==> src/rtl/morse_decoder_if.sv <==
// Slot-stream input and decoded-letter output bundle for the Morse letter decoder.
interface morse_decoder_if;
   logic       DotDashIn;
   logic       NewBitIn;
   logic [2:0] LetterOut;
   logic       LetterValid;
   logic       DecodeError;

   modport master (
      output DotDashIn, NewBitIn,
      input  LetterOut, LetterValid, DecodeError
   );

   modport slave (
      input  DotDashIn, NewBitIn,
      output LetterOut, LetterValid, DecodeError
   );
endinterface

==> src/rtl/morse_decoder.sv <==
// Recovers letters A..H from a strobed dot/dash slot stream.
// state | meaning
// IDLE  | between letters, pad zeros ignored
// MARK  | counting a run of tone slots
// SPACE | counting silence after an element
// DRAIN | bad symbol reported, waiting for a letter gap
module morse_decoder #(
   parameter int DASH_LEN = 3,
   parameter int GAP_LEN  = 3
) (
   input logic            ClockIn,
   input logic            Reset,
   morse_decoder_if.slave bus
);
   localparam int SW = $clog2(GAP_LEN + 1);

   typedef enum logic [1:0] {IDLE, MARK, SPACE, DRAIN} state_t;

   state_t        r_state;
   logic [2:0]    r_mark_cnt;
   logic [SW-1:0] r_space_cnt;
   logic [2:0]    r_elem_cnt;
   logic [3:0]    r_pattern;
   logic [2:0]    r_letter;
   logic          r_valid;
   logic          r_error;

   logic          w_is_dot;
   logic          w_is_dash;
   logic [2:0]    w_mark_inc;
   logic [SW-1:0] w_space_inc;
   logic          w_gap_done;
   logic          w_hit;
   logic [2:0]    w_code;

   assign w_is_dot    = (r_mark_cnt == 3'd1);
   assign w_is_dash   = (r_mark_cnt == 3'(DASH_LEN));
   assign w_mark_inc  = (r_mark_cnt == 3'd7) ? 3'd7 : r_mark_cnt + 3'd1;
   assign w_space_inc = (r_space_cnt == SW'(GAP_LEN)) ? r_space_cnt : r_space_cnt + SW'(1);
   assign w_gap_done  = (w_space_inc == SW'(GAP_LEN));

   // Pattern holds elements oldest-first toward the MSB; unused upper bits stay zero.
   always_comb begin
      w_hit  = 1'b1;
      w_code = 3'd0;
      case ({r_elem_cnt, r_pattern})
         {3'd2, 4'b0001}: w_code = 3'd0;
         {3'd4, 4'b1000}: w_code = 3'd1;
         {3'd4, 4'b1010}: w_code = 3'd2;
         {3'd3, 4'b0100}: w_code = 3'd3;
         {3'd1, 4'b0000}: w_code = 3'd4;
         {3'd4, 4'b0010}: w_code = 3'd5;
         {3'd3, 4'b0110}: w_code = 3'd6;
         {3'd4, 4'b0000}: w_code = 3'd7;
         default:         w_hit  = 1'b0;
      endcase
   end

   always_ff @(posedge ClockIn or negedge Reset) begin
      if (!Reset) begin
         r_state     <= IDLE;
         r_mark_cnt  <= 3'd0;
         r_space_cnt <= '0;
         r_elem_cnt  <= 3'd0;
         r_pattern   <= 4'd0;
         r_letter    <= 3'd0;
         r_valid     <= 1'b0;
         r_error     <= 1'b0;
      end else begin
         r_valid <= 1'b0;
         r_error <= 1'b0;
         if (bus.NewBitIn) begin
            unique case (r_state)
               IDLE: begin
                  if (bus.DotDashIn) begin
                     r_state    <= MARK;
                     r_mark_cnt <= 3'd1;
                     r_elem_cnt <= 3'd0;
                     r_pattern  <= 4'd0;
                  end
               end
               MARK: begin
                  if (bus.DotDashIn) begin
                     r_mark_cnt <= w_mark_inc;
                  end else if ((!w_is_dot && !w_is_dash) || r_elem_cnt == 3'd4) begin
                     // The terminating zero already counts toward the drain gap.
                     r_error     <= 1'b1;
                     r_state     <= DRAIN;
                     r_space_cnt <= SW'(1);
                  end else begin
                     r_pattern   <= {r_pattern[2:0], w_is_dash};
                     r_elem_cnt  <= r_elem_cnt + 3'd1;
                     r_space_cnt <= SW'(1);
                     r_state     <= SPACE;
                  end
               end
               SPACE: begin
                  if (!bus.DotDashIn) begin
                     r_space_cnt <= w_space_inc;
                     if (w_gap_done) begin
                        r_state <= IDLE;
                        if (w_hit) begin
                           r_letter <= w_code;
                           r_valid  <= 1'b1;
                        end else begin
                           r_error <= 1'b1;
                        end
                     end
                  end else if (r_space_cnt == SW'(1)) begin
                     r_state    <= MARK;
                     r_mark_cnt <= 3'd1;
                  end else begin
                     r_error     <= 1'b1;
                     r_state     <= DRAIN;
                     r_space_cnt <= '0;
                  end
               end
               DRAIN: begin
                  if (bus.DotDashIn) begin
                     r_space_cnt <= '0;
                  end else if (w_gap_done) begin
                     r_state     <= IDLE;
                     r_space_cnt <= '0;
                  end else begin
                     r_space_cnt <= w_space_inc;
                  end
               end
               default: r_state <= IDLE;
            endcase
         end
      end
   end

   assign bus.LetterOut   = r_letter;
   assign bus.LetterValid = r_valid;
   assign bus.DecodeError = r_error;
endmodule

==> src/flat_wrapper.sv <==
// flat-port wrapper written by rule: the top's interface ports become plain ports
module morse_decoder_flat 
#(
   parameter int DASH_LEN = 3,
   parameter int GAP_LEN  = 3
)
  (ClockIn, Reset, bus_DotDashIn, bus_NewBitIn, bus_LetterOut, bus_LetterValid, bus_DecodeError);
  morse_decoder_if bus_i ();
  input logic ClockIn;
  input logic Reset;
  input wire logic [$bits(bus_i.DotDashIn)-1:0] bus_DotDashIn;
  input wire logic [$bits(bus_i.NewBitIn)-1:0] bus_NewBitIn;
  output wire logic [$bits(bus_i.LetterOut)-1:0] bus_LetterOut;
  output wire logic [$bits(bus_i.LetterValid)-1:0] bus_LetterValid;
  output wire logic [$bits(bus_i.DecodeError)-1:0] bus_DecodeError;
  assign bus_i.DotDashIn = bus_DotDashIn;
  assign bus_i.NewBitIn = bus_NewBitIn;
  assign bus_LetterOut = bus_i.LetterOut;
  assign bus_LetterValid = bus_i.LetterValid;
  assign bus_DecodeError = bus_i.DecodeError;
  morse_decoder #(.DASH_LEN(DASH_LEN), .GAP_LEN(GAP_LEN)) u_core (.ClockIn(ClockIn), .Reset(Reset), .bus(bus_i));
endmodule
==> config.mk <==
export PLATFORM = sky130hd
export DESIGN_NAME = morse_decoder_flat
export DESIGN_NICKNAME = d
export VERILOG_FILES = /design/src/rtl/morse_decoder_if.sv /design/src/rtl/morse_decoder.sv /design/src/flat_wrapper.sv
export SDC_FILE = /design/constraint.sdc
export NUM_CORES = 1
export LEC_CHECK = 0
export CAP_MARGIN = 5
export CORE_MARGIN = 1
export CORE_UTILIZATION = 40
export CTS_CLUSTER_SIZE = 14
export DETAILED_ROUTE_END_ITERATION = 16
export GPL_TIMING_DRIVEN = 0
export HOLD_SLACK_MARGIN = 0.15
export PLACE_DENSITY = 0.61
export SYNTH_ARGS = -nofsm -noshare
export SYNTH_HDL_FRONTEND = slang
export SYNTH_SLANG_ARGS = --single-unit
==> constraint.sdc <==
create_clock -name ClockIn -period 2.1 [get_ports ClockIn]
set_input_delay 0.42 -clock ClockIn [delete_from_list [all_inputs] [get_ports ClockIn]]
set_output_delay 0.42 -clock ClockIn [all_outputs]
set_load 0.05 [all_outputs]
==> out/results.ini, run 1 <==
[worst_setup_path]
end_kind = flip-flop
setup.worst_path.class = flip-flop to flip-flop
cp.required_ns = 2.30
r2r_start = u_core.r_state[0]
start_kind = flip-flop
cp_max_fo = 9
r2r-end = u_core.bus.LetterOut[0]
reg2reg_slack_ns = 0.17
rr_worst_depth = 7
cp.arrival_ns = 2.14

[grt]
antenna_found_initial = 0
grt_max_degree = 20
overflow = 0
grt_pass1_vias = 959
grt_pass1_wl_um = 4402
track_usage_pct = 16.99

[floorplanning]
die_h_um = 58.98
start_util_pct = 42.20
core.rowCount = 20
core_sq_um = 3078
io_pins = 9
die_area_sq_um = 3479
die_w_um = 58.98

[clocking]
clock_sinks = 19
hold_buffers = 0
post_cts_buffers = 2
cts_resized = 0
path_clk_slew_ns = 0.12
cts_max_level = 1
clk_latency_ns = 0.30
cts_tree = yes
cts_made_buffers = 3
cts_buffer_depth = 2
cts-root-buf = clkbuf_4

[sta]
rsz0062_at_grt = no
fin_crit_ns = 1.935
fin_skew_ns = 0.002510
setup_ws_ns = 0.1651
slew_viol_final = 0
period_share_pct = 92.14
relSlewSlack_pct = 40.16
finalHoldViolCount = 0
fmaxAchievable_mhz = 516.8
setup_viol = 0
tightest_slew_ns = 0.8947

[yosys]
synth_ff_type = dfrtp_1
synth_top_area_cell = dfrtp_1
yosys.area.top_type_share_pct = 36.61
synthTopCellsByArea = dfrtp_1 (37%), ha_1 (9.6%), a21oi_1 (5.0%)
syn_avg_cell_area_sq_um = 9.480
syn_area_sq_um = 1299
synth.distinct_cells = 39
synth_edf_count = 0
synth.most_common_cell = dfrtp_1
ys_seq_area_share_pct = 36.61
synthTopCellsByCount = dfrtp_1 (19), a21oi_1 (13), inv_1 (13), nor2_1 (13), ha_1 (10)
synthCells = 137
yosysWarnings = 0
synthArstFlopShare_pct = 100.0
syn-num-nets = 151
ys_ff_latch = 19

[detailed_routing]
first_pass_iters = 5
wire_per_inst_um = 13.29
avgViaCountPerCell = 5.215
drt_iter0_drc = 51
dr_total_vias = 1017
routed_wl_um = 2591
drc = 0
drt.antenna.violating_nets = 0

[power_and_ir_drop]
irDropWorstVdd_uv = 781.4
finalPower_mw = 1.794
p_per_area_nw_per_um2 = 1215
leakagePower_nw = 0.6424

[hold_path]
worstHoldStart = u_core.bus.LetterOut[2]
hold_path.class = flip-flop to flip-flop
hold_end = u_core.bus.LetterOut[2]
min_path_cells = 1

[place]
hpwl_um = 1906
place.gp.congestion = 0.8107
portBuffers = 8
pre_cts_slack_ns = -0.1808
dp_cells = 189

[cells_and_area]
multiInputGateArea_sq_um = 730.7
drive_gt1_share_pct = 15.23
syn2layout_area_growth_pct = 13.68
seqCellArea_sq_um = 475.5
n_fill_cell = 326
instances_no_fill = 195
diodes = 0
nNetsFinal = 166
final_util_pct = 47.97

[outcome]
status = complete, no violations

[run]
max_cap_viol_count = 0

cell families (layout without fill, tap and decap cells):
family	after synthesis	in the layout	synth area share (%)
AO/OA/AOI/OAI	37	37	20.52
XOR/XNOR	1	1	0.6745
adder cells (fa/ha/maj)	10	10	9.634
buffers and inverters	19	33	7.129
flip-flops	19	19	36.61
multiplexers	9	9	7.322
AND/OR/NAND/NOR	42	42	18.11
sequential cells by signal (all words and copies together), names as in the netlist:
name and cells:
u_core.bus.LetterOut 3, u_core.r_elem_cnt 3, u_core.r_pattern 4, u_core.r_state 2, u_core.bus.DecodeError 1, u_core.r_mark_cnt 3, u_core.r_space_cnt 2, u_core.bus.LetterValid 1
power breakdown:
part | switching, mW | leakage, nW | total [mW] | internal, mW
logic | 0.580 | 0.381 | 1.02 | 0.437
clock network | 0.124 | 0.0177 | 0.195 | 0.0711
registers | 0.102 | 0.244 | 0.581 | 0.479
total | 0.806 | 0.642 | 1.79 | 0.987
worst max-delay path, cell delays in order, from the launching register on:
cell,delay (ns)
dfrtp_1,0.43
inv_1,0.11
ha_1,0.15
buf_2,0.21
and3b_2,0.21
nand2_1,0.10
a41oi_2,0.26
mux2_2,0.36
metrics by stage:
step / area (sq um) / setup TNS [ns] / hold slack [ns]
after floorplan: 1299 / 0 / 0.1244
after global placement: 1434 / -0.1445 / 0.4908
after detailed placement: 1434 / -0.2112 / 0.5014
after CTS: 1476 / 0 / 0.5303
after global routing: 1476 / 0 / 0.5451
final: 1476 / 0 / 0.5216
per-layer routing:
metal / vias to the layer above / track usage [%] / share of wire, %
li1: 510 / - / -
met1: 492 / 22.50 / 48
met2: 13 / 28.08 / 50
met3: 2 / 3.930 / 2.4
met4: 0 / 4.082 / 0.39
met5: - / 0 / 0
worst max-delay path by stage:
stage / startpoint / end / depth (start not counted)
3_5_place_dp: bus_DotDashIn / u_core.r_pattern[0] / 6
4_1_cts: u_core.r_state[0] / u_core.r_mark_cnt[1] / 5
2_1_floorplan: u_core.r_state[1] / u_core.r_pattern[0] / 6
6_report: u_core.r_state[0] / u_core.bus.LetterOut[0] / 7
5_1_grt: u_core.r_state[0] / u_core.bus.LetterOut[0] / 7
3_3_place_gp: bus_DotDashIn / u_core.r_pattern[0] / 6
placed cells by master, fill, tap and decap left out, drive strengths merged, types with 2 or more instances in the layout:
cell / instances
and2: 3
nand2: 9
nand4: 3
nand2b: 2
o21ai: 8
nor3b: 5
nor2: 13
a21oi: 13
mux2: 4
and3b: 3
clkdlybuf4s50: 8
o22ai: 3
nand3: 2
mux2i: 5
buf: 8
ha: 10
inv: 13
dfrtp: 19
clkbuf: 3
o2bb2ai: 2
final cells by class:
type / count / share of cell area [%]
plain buffers: 6 / 2.966
clock buffers: 3 / 1.525
clock inverters: 1 / 0.3390
inverters: 13 / 3.305
multi-input cells: 99 / 49.49
flip-flops and latches: 19 / 32.20
well taps: 44 / 3.729
repair buffers: 10 / 6.441
(Power assumes the default switching activity.)
==> inputs of run 2 (changes only) <==
SKIP_CTS_REPAIR_TIMING = 1   (was unset)
==> run 2 against run 1 <==
Against the previous run:
- fmax is 0.12% lower
- global-route usage is 0.093 points lower
- clock skew is 0.00059 ns lower
- worst hold slack barely moved
==> out/results.ini, run 2 (synthesis results as in run 1) <==
[outcome]
status = complete, no violations

[hold_path]
hold_path.class = flip-flop to flip-flop
worstHoldStart = u_core.bus.LetterOut[2]
min_path_cells = 1  ; unchanged
hold_end = u_core.bus.LetterOut[2]

[place]
place.gp.congestion = 0.8107  ; unchanged
portBuffers = 8  ; unchanged
hpwl_um = 1906  ; unchanged
dp_cells = 189  ; unchanged

[sta]
fin_crit_ns = 1.937  ; +0.002397 ns
relSlewSlack_pct = 40.18  ; about the same
rsz0062_at_grt = no
setup_viol = 0  ; unchanged
period_share_pct = 92.25  ; +0.11 points
fmaxAchievable_mhz = 516.2  ; -0.12%
finalHoldViolCount = 0  ; unchanged
tightest_slew_ns = 0.8944  ; -0.0002987 ns
fin_skew_ns = 0.001921  ; -0.0005882 ns
slew_viol_final = 0  ; unchanged

[cells_and_area]
top_register = u_core.r_pattern
final_common_cell = dfrtp_1
n_fill_cell = 328  ; +0.61%
diodes = 0  ; unchanged
nNetsFinal = 165  ; -0.60%
largest_reg_flops = 4  ; unchanged
syn2layout_area_growth_pct = 13.10
layout_common_cells = dfrtp_1 (19), inv_1 (13), a21oi_1 (13), nor2_1 (13), ha_1 (10)
drive_gt1_share_pct = 14.67  ; -0.57 points
instances_no_fill = 194  ; -0.51%

[worst_setup_path]
max_stage_delay_ns = 0.43  ; about the same
path_buf_inv = 2  ; unchanged
cp_top_family = flip-flops
start_kind = flip-flop
setup.worst_path.class = flip-flop to flip-flop
end_kind = flip-flop
r2r_start = u_core.r_state[0]
cp_max_fo = 9  ; unchanged
worstPathCellList = inv_1, ha_1, buf_2, and3b_2, nand2_1, a41oi_2, mux2_2
cp.required_ns = 2.30  ; about the same
rr_worst_depth = 7  ; unchanged
critPathSlowestCell = dfrtp_1
reg2reg_slack_ns = 0.16  ; about the same
r2r-end = u_core.bus.LetterOut[0]
cp.arrival_ns = 2.14  ; about the same

[clocking]
path_clk_slew_ns = 0.12  ; about the same
cts_max_level = 1  ; unchanged
cts-root-buf = clkbuf_4
cts_tree = yes
clock_sinks = 19  ; unchanged
cts_made_buffers = 3  ; unchanged
cts_buffer_depth = 2  ; unchanged
clk_latency_ns = 0.30  ; about the same

[power_and_ir_drop]
finalPower_mw = 1.791  ; -0.17%
leakagePower_nw = 0.6370  ; -0.83%
p_per_area_nw_per_um2 = 1219  ; +0.34%
irDropWorstVdd_uv = 797.6  ; +2.1%

[detailed_routing]
routed_wl_um = 2612  ; +0.81%
first_pass_iters = 4  ; -1
drt.antenna.violating_nets = 0  ; unchanged
avgViaCountPerCell = 5.201  ; -0.28%
drt_iter0_drc = 49  ; -3.9%
dr_total_vias = 1009  ; -0.79%
wire_per_inst_um = 13.46  ; +1.3%
drc = 0  ; unchanged

[floorplanning]
die_area_sq_um = 3479  ; unchanged
die_h_um = 58.98  ; unchanged
io_pins = 9  ; unchanged
core_sq_um = 3078  ; unchanged
start_util_pct = 42.20  ; unchanged
core.rowCount = 20  ; unchanged
die_w_um = 58.98  ; unchanged

[grt]
track_usage_pct = 16.90  ; -0.093 points
grt_pass1_wl_um = 4367  ; -0.80%
overflow = 0  ; unchanged
grt_pass1_vias = 951  ; -0.83%
antenna_found_initial = 0  ; unchanged
grt_max_degree = 20  ; unchanged

[run]
max_cap_viol_count = 0  ; unchanged

==> run 2: cell count changes in the layout (fill, tap and decap cells not counted) <==
cell,before,now
buf_4,5,4
==> run 2: metrics by stage <==
step           hold WS [ns]  cell area, sq um  util [%]  setup TNS [ns]  worst slack [ns]
6_report             0.5215              1469     47.72               0            0.1627
5_1_grt              0.5451              1469     47.72               0           0.06253
3_3_place_gp         0.4908              1434     46.59         -0.1445           -0.1445
2_1_floorplan        0.1244              1299         -               0            0.2980
4_1_cts              0.5303              1461     47.48        -0.02674          -0.02674
3_5_place_dp         0.5014              1434     46.59         -0.2112           -0.1808
==> run 2: cell type report <==
type	instances	area, sq um	area share, %
sequential	19	475.5	32.37
multi-input combinational	99	730.7	49.74
clock buffer	3	22.52	1.533
tap	44	55.05	3.748
timing repair buffer	9	87.58	5.963
inverter	13	48.80	3.322
clock inverter	1	5.005	0.3407
buffer	6	43.79	2.981
==> run 2: worst max path at each step <==
stage | startpoint | end | slack, ns | depth (start not counted)
4_1_cts | u_core.r_state[1] | u_core.r_pattern[0] | -0.03 | 6
5_1_grt | u_core.r_state[0] | u_core.bus.LetterOut[0] | 0.06 | 7
6_report | u_core.r_state[0] | u_core.bus.LetterOut[0] | 0.16 | 7
3_3_place_gp | bus_DotDashIn | u_core.r_pattern[0] | -0.14 | 6
2_1_floorplan | u_core.r_state[1] | u_core.r_pattern[0] | 0.30 | 6
3_5_place_dp | bus_DotDashIn | u_core.r_pattern[0] | -0.18 | 6
==> run 2: where the power goes <==
part | switching (mW) | internal (mW)
Clock | 0.125 | 0.0711
Combinational | 0.582 | 0.432
Sequential | 0.102 | 0.479
==> run 2: metal layers <==
layer | wire length [um] | global-route usage [%]
met5 | 0 | 0
met1 | 1223 | 21.95
met4 | 10 | 4.082
met3 | 60 | 3.930
met2 | 1317 | 28.41
==> run 2: worst reg2reg max path, cell delays in order, from the launching register on <==
cell,delay (ns)
dfrtp_1,0.43
inv_1,0.11
ha_1,0.15
buf_2,0.21
and3b_2,0.22
nand2_1,0.10
a41oi_2,0.26
mux2_2,0.36
